### src/rtl/irq_sched.sv
// Interrupt scheduler: masks, prioritises and latches one interrupt, presents it to the trap controller
// on a clean WB instruction, then holds off re-evaluation. Define IRQ_SYNC_EN to synchronise raw lines.
module irq_sched #(
  parameter int unsigned HOLDOFF_CYCLES = 2
) (
  input  logic       clk,
  input  logic       rst,
  input  logic       software_interrupt,
  input  logic       timer_interrupt,
  input  logic       external_interrupt,
  input  logic       debug_interrupt,
  input  logic       mstatus_mie,
  input  logic       mie_msie,
  input  logic       mie_mtie,
  input  logic       mie_meie,
  input  logic       wb_valid,
  input  logic       wb_exc,
  input  logic       take_trap,
  output logic       irq_software,
  output logic       irq_timer,
  output logic       irq_external,
  output logic       irq_debug,
  output logic [3:0] irq_code,
  output logic [2:0] mip,
  output logic       irq_busy
);

  typedef enum logic [1:0] {IDLE, PENDING, HOLDOFF} state_e;

  localparam logic [3:0] CODE_NONE = 4'd0;
  localparam logic [3:0] CODE_SW   = 4'd3;
  localparam logic [3:0] CODE_TMR  = 4'd7;
  localparam logic [3:0] CODE_EXT  = 4'd11;
  localparam logic [3:0] CODE_DBG  = 4'd15;

  // line[3:0] = {debug, external, timer, software}
  logic [3:0] raw, line;
  assign raw = {debug_interrupt, external_interrupt, timer_interrupt, software_interrupt};

`ifdef IRQ_SYNC_EN
  logic [3:0] sync1_d, sync1_q, sync2_d, sync2_q;
  always_comb begin
    sync1_d = raw;
    sync2_d = sync1_q;
  end
  always_ff @(posedge clk) begin
    if (!rst) begin
      sync1_q <= '0;
      sync2_q <= '0;
    end else begin
      sync1_q <= sync1_d;
      sync2_q <= sync2_d;
    end
  end
  assign line = sync2_q;
`else
  assign line = raw;
`endif

  logic elig_dbg, elig_ext, elig_sw, elig_tmr;
  assign elig_dbg = line[3];
  assign elig_ext = line[2] & mie_meie & mstatus_mie;
  assign elig_sw  = line[0] & mie_msie & mstatus_mie;
  assign elig_tmr = line[1] & mie_mtie & mstatus_mie;

  // Rank 0 means nothing eligible; larger rank wins.
  logic [3:0] win_code;
  logic [2:0] win_rank;
  always_comb begin
    win_code = CODE_NONE;
    win_rank = 3'd0;
    if (elig_dbg) begin
      win_code = CODE_DBG; win_rank = 3'd4;
    end else if (elig_ext) begin
      win_code = CODE_EXT; win_rank = 3'd3;
    end else if (elig_sw) begin
      win_code = CODE_SW;  win_rank = 3'd2;
    end else if (elig_tmr) begin
      win_code = CODE_TMR; win_rank = 3'd1;
    end
  end

  state_e     state_d, state_q;
  logic [3:0] code_d, code_q;
  logic [3:0] cnt_d, cnt_q;
  logic [2:0] mip_d, mip_q;

  logic       lat_elig;
  logic [2:0] lat_rank;
  always_comb begin
    lat_elig = 1'b0;
    lat_rank = 3'd0;
    case (code_q)
      CODE_DBG: begin lat_elig = elig_dbg; lat_rank = 3'd4; end
      CODE_EXT: begin lat_elig = elig_ext; lat_rank = 3'd3; end
      CODE_SW:  begin lat_elig = elig_sw;  lat_rank = 3'd2; end
      CODE_TMR: begin lat_elig = elig_tmr; lat_rank = 3'd1; end
      default:  begin lat_elig = 1'b0;     lat_rank = 3'd0; end
    endcase
  end

  // Gated by rst so nothing reaches the trap controller while reset is held.
  logic fire;
  assign fire = rst & (state_q == PENDING) & wb_valid & ~wb_exc & lat_elig;

  assign irq_software = fire & (code_q == CODE_SW);
  assign irq_timer    = fire & (code_q == CODE_TMR);
  assign irq_external = fire & (code_q == CODE_EXT);
  assign irq_debug    = fire & (code_q == CODE_DBG);
  assign irq_code     = code_q;
  assign mip          = mip_q;
  assign irq_busy     = (state_q != IDLE);

  always_comb begin
    state_d = state_q;
    code_d  = code_q;
    cnt_d   = cnt_q;
    mip_d   = line[2:0];
    case (state_q)
      IDLE: begin
        if (win_rank != 3'd0) begin
          code_d  = win_code;
          state_d = PENDING;
        end
      end
      PENDING: begin
        // A dropped request returns to IDLE; the next winner is picked up there.
        if (!lat_elig) begin
          state_d = IDLE;
          code_d  = CODE_NONE;
        end else if (fire && take_trap) begin
          state_d = HOLDOFF;
          cnt_d   = 4'(HOLDOFF_CYCLES - 1);
        end else if (win_rank > lat_rank) begin
          code_d = win_code;
        end
      end
      HOLDOFF: begin
        if (cnt_q == 4'd0) begin
          state_d = IDLE;
          code_d  = CODE_NONE;
        end else begin
          cnt_d = cnt_q - 4'd1;
        end
      end
      default: begin
        state_d = IDLE;
        code_d  = CODE_NONE;
        cnt_d   = 4'd0;
      end
    endcase
  end

  always_ff @(posedge clk) begin
    if (!rst) begin
      state_q <= IDLE;
      code_q  <= CODE_NONE;
      cnt_q   <= 4'd0;
      mip_q   <= 3'd0;
    end else begin
      state_q <= state_d;
      code_q  <= code_d;
      cnt_q   <= cnt_d;
      mip_q   <= mip_d;
    end
  end

endmodule

### config.mk
export PLATFORM = sky130hd
export DESIGN_NAME = irq_sched
export DESIGN_NICKNAME = d
export VERILOG_FILES = /design/src/rtl/irq_sched.sv
export SDC_FILE = /design/constraint.sdc
export NUM_CORES = 1
export LEC_CHECK = 0
export CAP_MARGIN = 20
export CORE_MARGIN = 2
export CORE_UTILIZATION = 30
export CTS_BUF_LIST = sky130_fd_sc_hd__clkbuf_4
export CTS_CLUSTER_SIZE = 8
export DETAILED_ROUTE_END_ITERATION = 12
export GPL_TIMING_DRIVEN = 0
export PLACE_DENSITY = 0.52
export REMOVE_ABC_BUFFERS = 1
export SETUP_SLACK_MARGIN = 0.3
export SLEW_MARGIN = 20
export SYNTH_ARGS = -nofsm -noshare
export SYNTH_HDL_FRONTEND = slang
export SYNTH_SLANG_ARGS = --single-unit
### constraint.sdc
create_clock -name clk -period 3.51 [get_ports clk]
set_input_delay 0.702 -clock clk [delete_from_list [all_inputs] [get_ports clk]]
set_output_delay 0.702 -clock clk [all_outputs]
set_load 0.005 [all_outputs]
Word-level counts from Yosys, hierarchy flattened
Cells that the tools add are included.
W data, S select, Z words.

storage, ports and cells
  bits in registers = 13
  input port bits = 13
  output and inout bits = 12
  word-level logic and storage cells = 69

operators by class
  $add $sub $neg = 1
  magnitude comparators = 1
  eq/ne operators = 14
  multiplexer cells = 25
  bitwise operators = 16
  reduce and logical (&&, ||, !) cells = 8

operators by type and width
  cell                   number
  $mux W4                10
  $pmux W4 S3            2
  $and A1 B1 Y1          14
  $mux W2                6
  $pmux W3 S4            1
  $mux W3                3
  $eq A4 B4 Y1 const B   2
  $ne A2 B2 Y1 const B   4
  $reduce_and A4 Y1      2
  $ne A3 B2 Y1 const B   2
  $pmux W2 S3            1
  $eq A4 B2 Y1 const B   1
  $eq A4 B3 Y1 const B   1
  $logic_not A4 Y1       1
  $pmux W1 S4            1
  $sub A4 B1 Y4 const B  1
  $gt A3 B3 Y1           1
  $ne A3 B3 Y1 const B   1
  $reduce_and A3 Y1      1
  $reduce_bool A3 Y1     1
  $eq A2 B1 Y1 const B   1
  $eq A2 B2 Y1 const B   1
  $logic_not A2 Y1       1
  $ne A2 B1 Y1 const B   1
  other kinds (4)        5

Depth between registers and ports, before layout
Gate-level depths: netlist of run 1.

  word-level depth = 11
  depth in mapped cells = 9
  depth with buffers taken out = 9

Worst setup path after synthesis of run 1
Ideal clock, no wire load.

  path type = input-to-output
  from = input port software_interrupt
  to = output port irq_external
  arrival = 1.510 ns
  required time = 2.808 ns
  setup slack = 1.298 ns
  stages on the path = 5
  buffers on the path = 0
  cells stage by stage = nand3b_4 -> a211o_1 -> nand2_2 -> nand4b_1 -> nor3_1

on the way
  word-level cells in the longest chain between the ends = 5

ends and longest elaborated chain
  item                         RTL line  RTL
  from (decl)                  8         input logic software_interrupt,
  $and A1 B1 Y1 (2 in series)  63        assign elig_sw = line[0] & mie_msie & mstatus_mie;
  $pmux W1 S4                  93        case (code_q)
  $and A1 B1 Y1                104       assign fire = rst & (state_q == PENDING) & wb_valid & ~wb_exc & lat_elig;
  $and A1 B1 Y1                108       assign irq_external = fire & (code_q == CODE_EXT);
  to (decl)                    21        output logic irq_external,

No other way between the ends.

Final worst setup path of run 1
  from = input port external_interrupt
  to = output port irq_timer

on the way
  word-level cells in the longest chain between the ends = 5

ends and longest elaborated chain
  item                         RTL line  RTL
  from (decl)                  10        input logic external_interrupt,
  $and A1 B1 Y1 (2 in series)  62        assign elig_ext = line[2] & mie_meie & mstatus_mie;
  $pmux W1 S4                  93
  $and A1 B1 Y1                104
  $and A1 B1 Y1                107       assign irq_timer = fire & (code_q == CODE_TMR);
  to (decl)                    20        output logic irq_timer,

No other way between the ends.

==> results.tsv, run 1 <==
metric	value	unit
hold_viol_final	0	
die_y	60.89	µm
place.gp.congestion	0.7749	
crit_slowest_cell	clkdlybuf4s50_1	
fill_cells	336	
numPlacedInstances	181	
drt_first_pass_iters	4	
start_kind	input pin	
whs	0.4960	ns
ys_warn_count	0	
fp.coreArea	3078	µm²
wl_met1	1118	µm
dpl_worst_slack	0.1396	ns
vdd_drop_max	0.1387	mV
drv_cap	0	
slew-limit-headroom	0.5689	
fin_area	1281	µm²
power.density	285.7	nW/µm²
cts_root_buf	clkbuf_4	
tns	0	ns
clk_pin_slew	0.07	ns
synth_ff_type	dfxtp_1	
fin_skew	0.003163	ns
drc_errors	0	
pin_count	25	
row_count	20	
totalWireLength	2355	µm
grtUsageTotal	0.1444	
hp-class	reg2reg	
path_cells	dlygate4sd2_1 > nand3_2 > a211o_1 > nand2_2 > nand4b_1 > nor3_2 > clkdlybuf4s50_1	
layout_setup_ws	0.4103	ns
critical_path.max_stage_delay	0.52	ns
crit_type	in2out	
grt_pass1_vias	889	
ys_ff_latch	12	
vias	921	
met2WireLength	1138	µm
synth-edff-count	0	
final_util	0.4163	
clock_path_buffers	2	
ys_seq_area_frac	0.2474	
clock_sinks	12	
grt_max_degree	21	
cellLeakagePower	0.5676	nW
htree_levels	1	
dr_wl_met3	88	µm
synthTopCellsByArea	dfxtp_1 25%, ha_1 10%, nand2_1 7.0%	
tightestPinTransition	0.6466	ns
end_kind	primary output	
slew_viol_final	0	
fin_nets	164	
start_util	0.3154	
wl_per_cell	12.73	µm
cp_max_fo	4	
multi_input_area	686.9	µm²
grt-ovfl-total	0	
drt_first_iter_violations	30	
finalSetupViolations	0	
post-route-min-period	3.100	ns
async_reset_ff_frac	0	
yosysUniqueCellTypes	41	
power	0.3660	mW
final_antenna_net_count	0	
synth_top_area_cell	dfxtp_1	
cp.required	2.81	ns
rsz0062_at_grt	no	
place_hpwl	1858	µm
postSynthCellCount	117	
cts_made_buffers	3	
synth_area	970.9	µm²
die-area	3708	µm²
dr.max_layer_used	met4	
area_growth	31.96	%
outcome	complete, no violations	
yosysMostFrequentCell	nand2_1	
cts_tree	done	
drive_gt1_frac	0.1348	
seq_area	240.2	µm²
port_buffers	24	
antenna_found_initial	0	
clock_latency	0.27	ns
syn_avg_cell_area	8.299	µm²
post_dp_cell_area	1240	µm²
cp.arrival	2.40	ns
synth_commonest_cells	18 x nand2_1, 12 x dfxtp_1, 8 x ha_1, 8 x nand3_1, 7 x inv_1	
antenna_cells	0	
finalCritPeriodShare	0.8831	
die_w	60.89	µm
via_per_inst	4.978	
grt_pass1_wl	3919	µm
synth_top_area_frac	0.2474	
fmax	322.6	MHz
layout.cells.non_filler	185	
registers in the layout, summed over array words and instances, names as in the netlist:
register and count:
cnt_q 4, irq_code 3, mip 3, state_q 2
path summary, 6_finish.rpt:
path | from | slack (ns) | depth (start not counted) | end
hold / removal | state_q[0]$_SDFFE_PN0P_ | 0.50 | 2 | state_q[0]$_SDFFE_PN0P_
setup reg to reg | irq_code[3]$_SDFFE_PN0P_ | 1.52 | 7 | irq_code[1]$_SDFFE_PN0P_
hold reg to reg | state_q[0]$_SDFFE_PN0P_ | 0.50 | 2 | state_q[0]$_SDFFE_PN0P_
setup / recovery | external_interrupt | 0.41 | 7 | irq_timer
per-layer routing:
metal | vias up | GRT usage
met2 | 21 | 0.2504
li1 | 472 | -
met3 | 2 | 0.01919
met5 | - | 0
met4 | 0 | 0.05590
met1 | 426 | 0.1808
repair_timing:
action,4_1_cts,5_1_grt
resized for setup,9,6
pin swaps,1,3
hold buffers,0,0
buffers inserted,0,1
endpoints found under the setup margin,4,4
where the power goes:
part           switching [mW]  total (mW)  internal (mW)
registers              0.0127       0.157          0.144
clock network          0.0453      0.0849         0.0396
logic                  0.0605       0.124         0.0634
total                   0.119       0.366          0.247
logic make-up (layout without fill, tap and decap cells):
kind of cell | Yosys count | after routing | share of synthesized area
adders and majority gates | 8 | 8 | 0.1031
DFF | 12 | 12 | 0.2474
AOI/OAI and AO/OA | 27 | 27 | 0.2358
xor gates and xnor gates | 1 | 1 | 0.009022
buffers and inverters | 12 | 36 | 0.05800
and+or+nand+nor | 51 | 51 | 0.2848
muxes | 6 | 6 | 0.06186
area by class of cell:
cell class	count	area share
Multi-Input combinational cell	93	0.5361
Sequential cell	12	0.1875
Timing Repair Buffer	25	0.1924
Clock buffer	3	0.01758
Tap cell	44	0.04297
Inverter	8	0.02344
cell usage in the layout, fill, tap and decap left out, types with 2 or more instances in the layout:
master / n
nor2b_1: 2
nand3_1: 7
a41o_1: 2
a21o_1: 3
mux2i_1: 6
inv_1: 7
a21oi_1: 2
a31oi_1: 5
a211o_1: 2
o21ai_0: 2
nor3_1: 2
nor2_1: 5
nand2_1: 18
dlymetal6s2s_1: 3
a31o_2: 2
clkdlybuf4s50_1: 13
dlygate4sd2_1: 7
dfxtp_1: 12
clkbuf_4: 3
ha_1: 7
nand4b_1: 2
and2_1: 4
worst max-delay path, delay by kind of cell:
kind | cells | cell delay (ns)
AO/OA/AOI/OAI | 1 | 0.36
buffers and inverters | 2 | 0.79
AND/OR/NAND/NOR | 4 | 0.55
No activity file was read; power rests on OpenSTA's default activity.
==> run 2, diff against run 1 <==
--- a/config.mk
+++ b/config.mk
@@ -5,14 +5,13 @@
 export SDC_FILE = /design/constraint.sdc
 export NUM_CORES = 1
 export LEC_CHECK = 0
-export CAP_MARGIN = 20
 export CORE_MARGIN = 2
-export CORE_UTILIZATION = 30
+export CORE_UTILIZATION = 50
 export CTS_BUF_LIST = sky130_fd_sc_hd__clkbuf_4
 export CTS_CLUSTER_SIZE = 8
 export DETAILED_ROUTE_END_ITERATION = 12
 export GPL_TIMING_DRIVEN = 0
-export PLACE_DENSITY = 0.52
+export PLACE_DENSITY = 0.8
 export REMOVE_ABC_BUFFERS = 1
 export SETUP_SLACK_MARGIN = 0.3
 export SLEW_MARGIN = 20
==> run 2 against run 1 <==
  * Design area shrank 2.0%
  * Maximum frequency shrank 5.2%
  * Worst hold slack gained 0.0016 ns
  * Largest cell class unchanged
  * First-iteration DRC count shrank 6.7%
  * Non-clock buffer count grew 2
  * Register-to-register slack lost 0.02 ns
  * Die area shrank 38%
==> results.tsv, run 2 (synthesis gave the netlist of run 1 again) <==
metric	value	unit
hold_viol_final	0	
post-route-min-period	3.268	ns
critical_path.max_stage_delay	0.52	ns
slew-limit-headroom	0.5591	
die_w	48.07	µm
cts_tree	done	
fin_nets	166	
path_cells	clkdlybuf4s50_1 > nand3_1 > a211o_1 > nand2_2 > nand4b_1 > buf_4 > buf_4 > nor3_2 > clkbuf_2	
area_growth	29.38	%
crit_path_frequent_cell	buf_4	
final_cell_mix	18 x nand2_1, 18 x clkdlybuf4s50_1, 12 x dfxtp_1	
vias	964	
crit_type	in2out	
intPower	0.2494	mW
power.density	292.3	nW/µm²
outcome	complete, no violations	
fmax	306.0	MHz
grt_pass1_vias	907	
grt_max_degree	21	
drc_errors	0	
end_kind	primary output	
place.gp.congestion	0.8410	
fin_skew	0.007053	ns
final_antenna_net_count	0	
dpl_worst_slack	0.1148	ns
drive_gt1_frac	0.1608	
die_y	48.07	µm
htree_levels	1	
crit_slowest_cell	clkdlybuf4s50_1	
finalSetupViolations	0	
cts_root_buf	clkbuf_4	
port_buffers	24	
drt_first_pass_iters	4	
tightestPinTransition	0.6593	ns
grt-ovfl-total	0	
finalCritPeriodShare	0.9312	
hp-class	reg2reg	
largest_reg_flops	4	
antenna_cells	0	
regMostFlops	cnt_q	
clock_latency	0.27	ns
drv_cap	0	
slew_viol_final	0	
vdd_drop_max	0.3403	mV
row_count	15	
cellLeakagePower	0.5450	nW
seqPwrFrac	0.429	
cts_made_buffers	3	
place_hpwl	1781	µm
p_clk_frac	0.225	
pin_count	25	
antenna_found_initial	0	
start_kind	input pin	
via_per_inst	5.738	
cp_max_fo	4	
netSwitchingFraction	0.3207	
grt_pass1_wl	3808	µm
power	0.3671	mW
clk_pin_slew	0.06	ns
rsz0062_at_grt	yes	
drt_first_iter_violations	28	
cp.arrival	2.57	ns
r2r_setup_slack	1.50	ns
grtUsageTotal	0.2385	
wl_per_cell	14.64	µm
layout_setup_ws	0.2416	ns
start_util	0.5446	
fp.coreArea	1783	µm²
die-area	2310	µm²
totalWireLength	2459	µm
cp.required	2.81	ns
tns	0	ns
p_comb_frac	0.346	
power_switching	0.1177	mW
whs	0.4975	ns
clock_path_buffers	2	
clock_sinks	12	
-- run 2: cell types whose count changed in the layout (fill, tap and decap cells not counted), moves of 2 or more --
cell	before	now
dlymetal6s2s_1	3	1
buf_4	1	3
dlygate4sd2_1	7	2
clkdlybuf4s50_1	13	18
clkbuf_2	0	3
-- run 2: worst max-delay path, delay by kind of cell --
kind                   cells  cell delay, ns
AOI/OAI and AO/OA          1            0.33
buffers and inverters      4            1.00
and+or+nand+nor            4            0.53
-- run 2: per-stage QoR --
stage / util / instances / area [µm²]
final: 0.7046 / 168 / 1256
after global routing: 0.7046 / 168 / 1256
after CTS: 0.7025 / 167 / 1252
after detailed placement: 0.6821 / 162 / 1216
after global placement: 0.6821 / 162 / 1216
after floorplan: - / 113 / 944.7
-- run 2: routing by layer --
| layer | wire, µm | track usage | up-vias |
|---|---|---|---|
| met1 | 1077 | 0.2980 | 442 |
| li1 | - | - | 482 |
| met5 | 0 | 0 | - |
| met3 | 158 | 0.07170 | 4 |
| met4 | 34 | 0.05946 | 0 |
| met2 | 1189 | 0.4000 | 36 |
-- run 2: power groups by stage --
stage / Clock, mW / Sequential [mW] / Combinational, mW
after floorplan: 0 / 0.158 / 0.0721
after global placement: 0 / 0.159 / 0.122
after detailed placement: 0 / 0.160 / 0.125
after CTS: 0.0850 / 0.157 / 0.125
after global routing: 0.0897 / 0.159 / 0.138
final: 0.0825 / 0.157 / 0.127
-- run 2: final timing paths --
| kind | start | end | cells past startpoint |
|---|---|---|---|
| setup / recovery | external_interrupt | irq_external | 9 |
| hold / removal | state_q[0]$_SDFFE_PN0P_ | state_q[0]$_SDFFE_PN0P_ | 2 |
| setup reg to reg | irq_code[3]$_SDFFE_PN0P_ | irq_code[1]$_SDFFE_PN0P_ | 7 |
| hold reg to reg | state_q[0]$_SDFFE_PN0P_ | state_q[0]$_SDFFE_PN0P_ | 2 |
-- run 2: timing repair --
item,4_1_cts,5_1_grt
gates resized for setup,6,8
setup buffers,2,1
setup endpoints to repair,4,4
pin swaps,4,2
hold buffers,0,0
-- run 2: final cells by class --
type	instances	area, µm²
timing repair buffer	27	247.7
multi-input combinational	93	684.4
sequential	12	240.2
fill	146	526.8
clock buffer	3	22.52
inverter	8	30.03
tap	25	31.28
==> run 3, diff against run 2 <==
--- a/config.mk
+++ b/config.mk
@@ -14,6 +14,7 @@
 export PLACE_DENSITY = 0.8
 export REMOVE_ABC_BUFFERS = 1
 export SETUP_SLACK_MARGIN = 0.3
+export SKIP_CTS_REPAIR_TIMING = 1
 export SLEW_MARGIN = 20
 export SYNTH_ARGS = -nofsm -noshare
 export SYNTH_HDL_FRONTEND = slang
==> run 3 against run 2 <==
  * Routed wire length fell by 7.7%
  * Combinational power barely moved
  * Final cell count fell by 1.2%
  * Worst setup slack improved by 0.22 ns
  * Clock skew barely moved
  * Critical path type is now reg2out
  * Largest cell class unchanged
  * Largest power group unchanged
==> results.tsv, run 3 (synthesis gave the netlist of run 1 again) <==
metric	value	unit
slew-limit-headroom	0.5802	
rsz0062_at_grt	no	
cts_root_buf	clkbuf_4	
via_per_inst	5.735	
hp-class	reg2reg	
pin_count	25	
grt_pass1_wl	3670	µm
port_buffers	24	
totalWireLength	2269	µm
area_growth	32.73	%
critPathLaunch	state_q[1]$_SDFFE_PN0P_	
numPlacedInstances	162	
drive_gt1_frac	0.1489	
cts_made_buffers	3	
place.gp.congestion	0.8410	
timing.rr.start	irq_code[3]$_SDFFE_PN0P_	
grt_max_degree	21	
reg2reg_depth	7	
drt_first_iter_violations	26	
intPower	0.2489	mW
antenna_found_initial	0	
end_kind	primary output	
hold_depth	2	
grt_pass1_vias	887	
fmax	327.8	MHz
clock_path_buffers	2	
clk_pin_slew	0.07	ns
vdd_drop_max	0.3390	mV
fin_nets	164	
row_count	15	
crit_slowest_cell	clkdlybuf4s50_1	
cellLeakagePower	0.6332	nW
hp-start	cnt_q[1]$_SDFFE_PN0P_	
p_clk_frac	0.223	
cp.required	2.81	ns
final_antenna_net_count	0	
cp.arrival	2.35	ns
clock_latency	0.27	ns
tns	0	ns
vias	952	
outcome	complete, no violations	
dpl_worst_slack	0.1148	ns
finalCritPeriodShare	0.8692	
die_y	48.07	µm
fp.coreArea	1783	µm²
netSwitchingFraction	0.3174	
wl_per_cell	13.67	µm
clock_sinks	12	
antenna_cells	0	
die-area	2310	µm²
largest_reg_flops	4	
drv_cap	0	
slew_viol_final	0	
tightestPinTransition	0.6287	ns
crit_type	reg2out	
htree_levels	1	
start_kind	flip-flop	
final_common_cell	nand2_1	
seqPwrFrac	0.433	
critical_path.max_stage_delay	0.52	ns
finalSetupViolations	0	
grt-ovfl-total	0	
cts_tree	done	
die_w	48.07	µm
fill_cells	137	
drc_errors	0	
layout.cells.non_filler	166	
power_switching	0.1158	mW
drt_first_pass_iters	4	
grtUsageTotal	0.2294	
cp_max_fo	7	
power.density	283.0	nW/µm²
hold_viol_final	0	
p_comb_frac	0.344	
fin_skew	0.006737	ns
layout_setup_ws	0.4592	ns
regMostFlops	cnt_q	
path_cells	inv_1 > ha_1 > nand2_1 > a211o_1 > nand2_2 > nand4b_1 > nor2_1 > clkdlybuf4s50_1	
place_hpwl	1781	µm
final_cell_mix	18 x nand2_1, 12 x dfxtp_1, 12 x clkdlybuf4s50_1	
post-route-min-period	3.051	ns
start_util	0.5446	
run 3: cell type report:
type                       instances  area (µm²)  share of cell area
tap                               25       31.28             0.02427
inverter                           8       30.03             0.02330
clock buffer                       3       22.52             0.01748
timing repair buffer              25       270.3              0.2097
sequential                        12       240.2              0.1864
multi-input combinational         93       694.4              0.5388
run 3: path summary, 6_finish.rpt:
kind	to	slack [ns]
max	irq_debug	0.46
min	cnt_q[1]$_SDFFE_PN0P_	0.50
max reg2reg	irq_code[1]$_SDFFE_PN0P_	1.51
min reg2reg	cnt_q[1]$_SDFFE_PN0P_	0.50
run 3: through the flow:
step / util / power, mW / cell area [µm²] / hold WS [ns]
final: 0.7228 / 0.3647 / 1289 / 0.4997
after global placement: 0.6821 / 0.2811 / 1216 / 0.4685
after CTS: 0.6947 / 0.3672 / 1239 / 0.4984
after floorplan: - / 0.2300 / 944.7 / 0.4554
after global routing: 0.7228 / 0.3874 / 1289 / 0.5528
after detailed placement: 0.6821 / 0.2848 / 1216 / 0.4877
run 3: routing by layer:
metal / vias up / routed length (µm) / track usage
li1: 474 / - / -
met1: 437 / 975 / 0.2935
met2: 37 / 1084 / 0.3733
met3: 4 / 175 / 0.07170
met4: 0 / 33 / 0.05946
met5: - / 0 / 0
run 3: power by group through the flow:
stage | Clock (mW) | Sequential [mW] | Combinational (mW)
floorplan | 0 | 0.158 | 0.0721
global placement | 0 | 0.159 | 0.122
detailed placement | 0 | 0.160 | 0.125
CTS | 0.0850 | 0.157 | 0.125
global route | 0.0897 | 0.160 | 0.138
finish | 0.0815 | 0.158 | 0.125
run 3: worst max-delay path: cells and delay by family, from the launching register on:
family,cells,cell delay [ns]
buffers and inverters,2,0.60
DFF,1,0.33
and+or+nand+nor,4,0.53
AOI/OAI and AO/OA,1,0.31
adders and majority gates,1,0.33
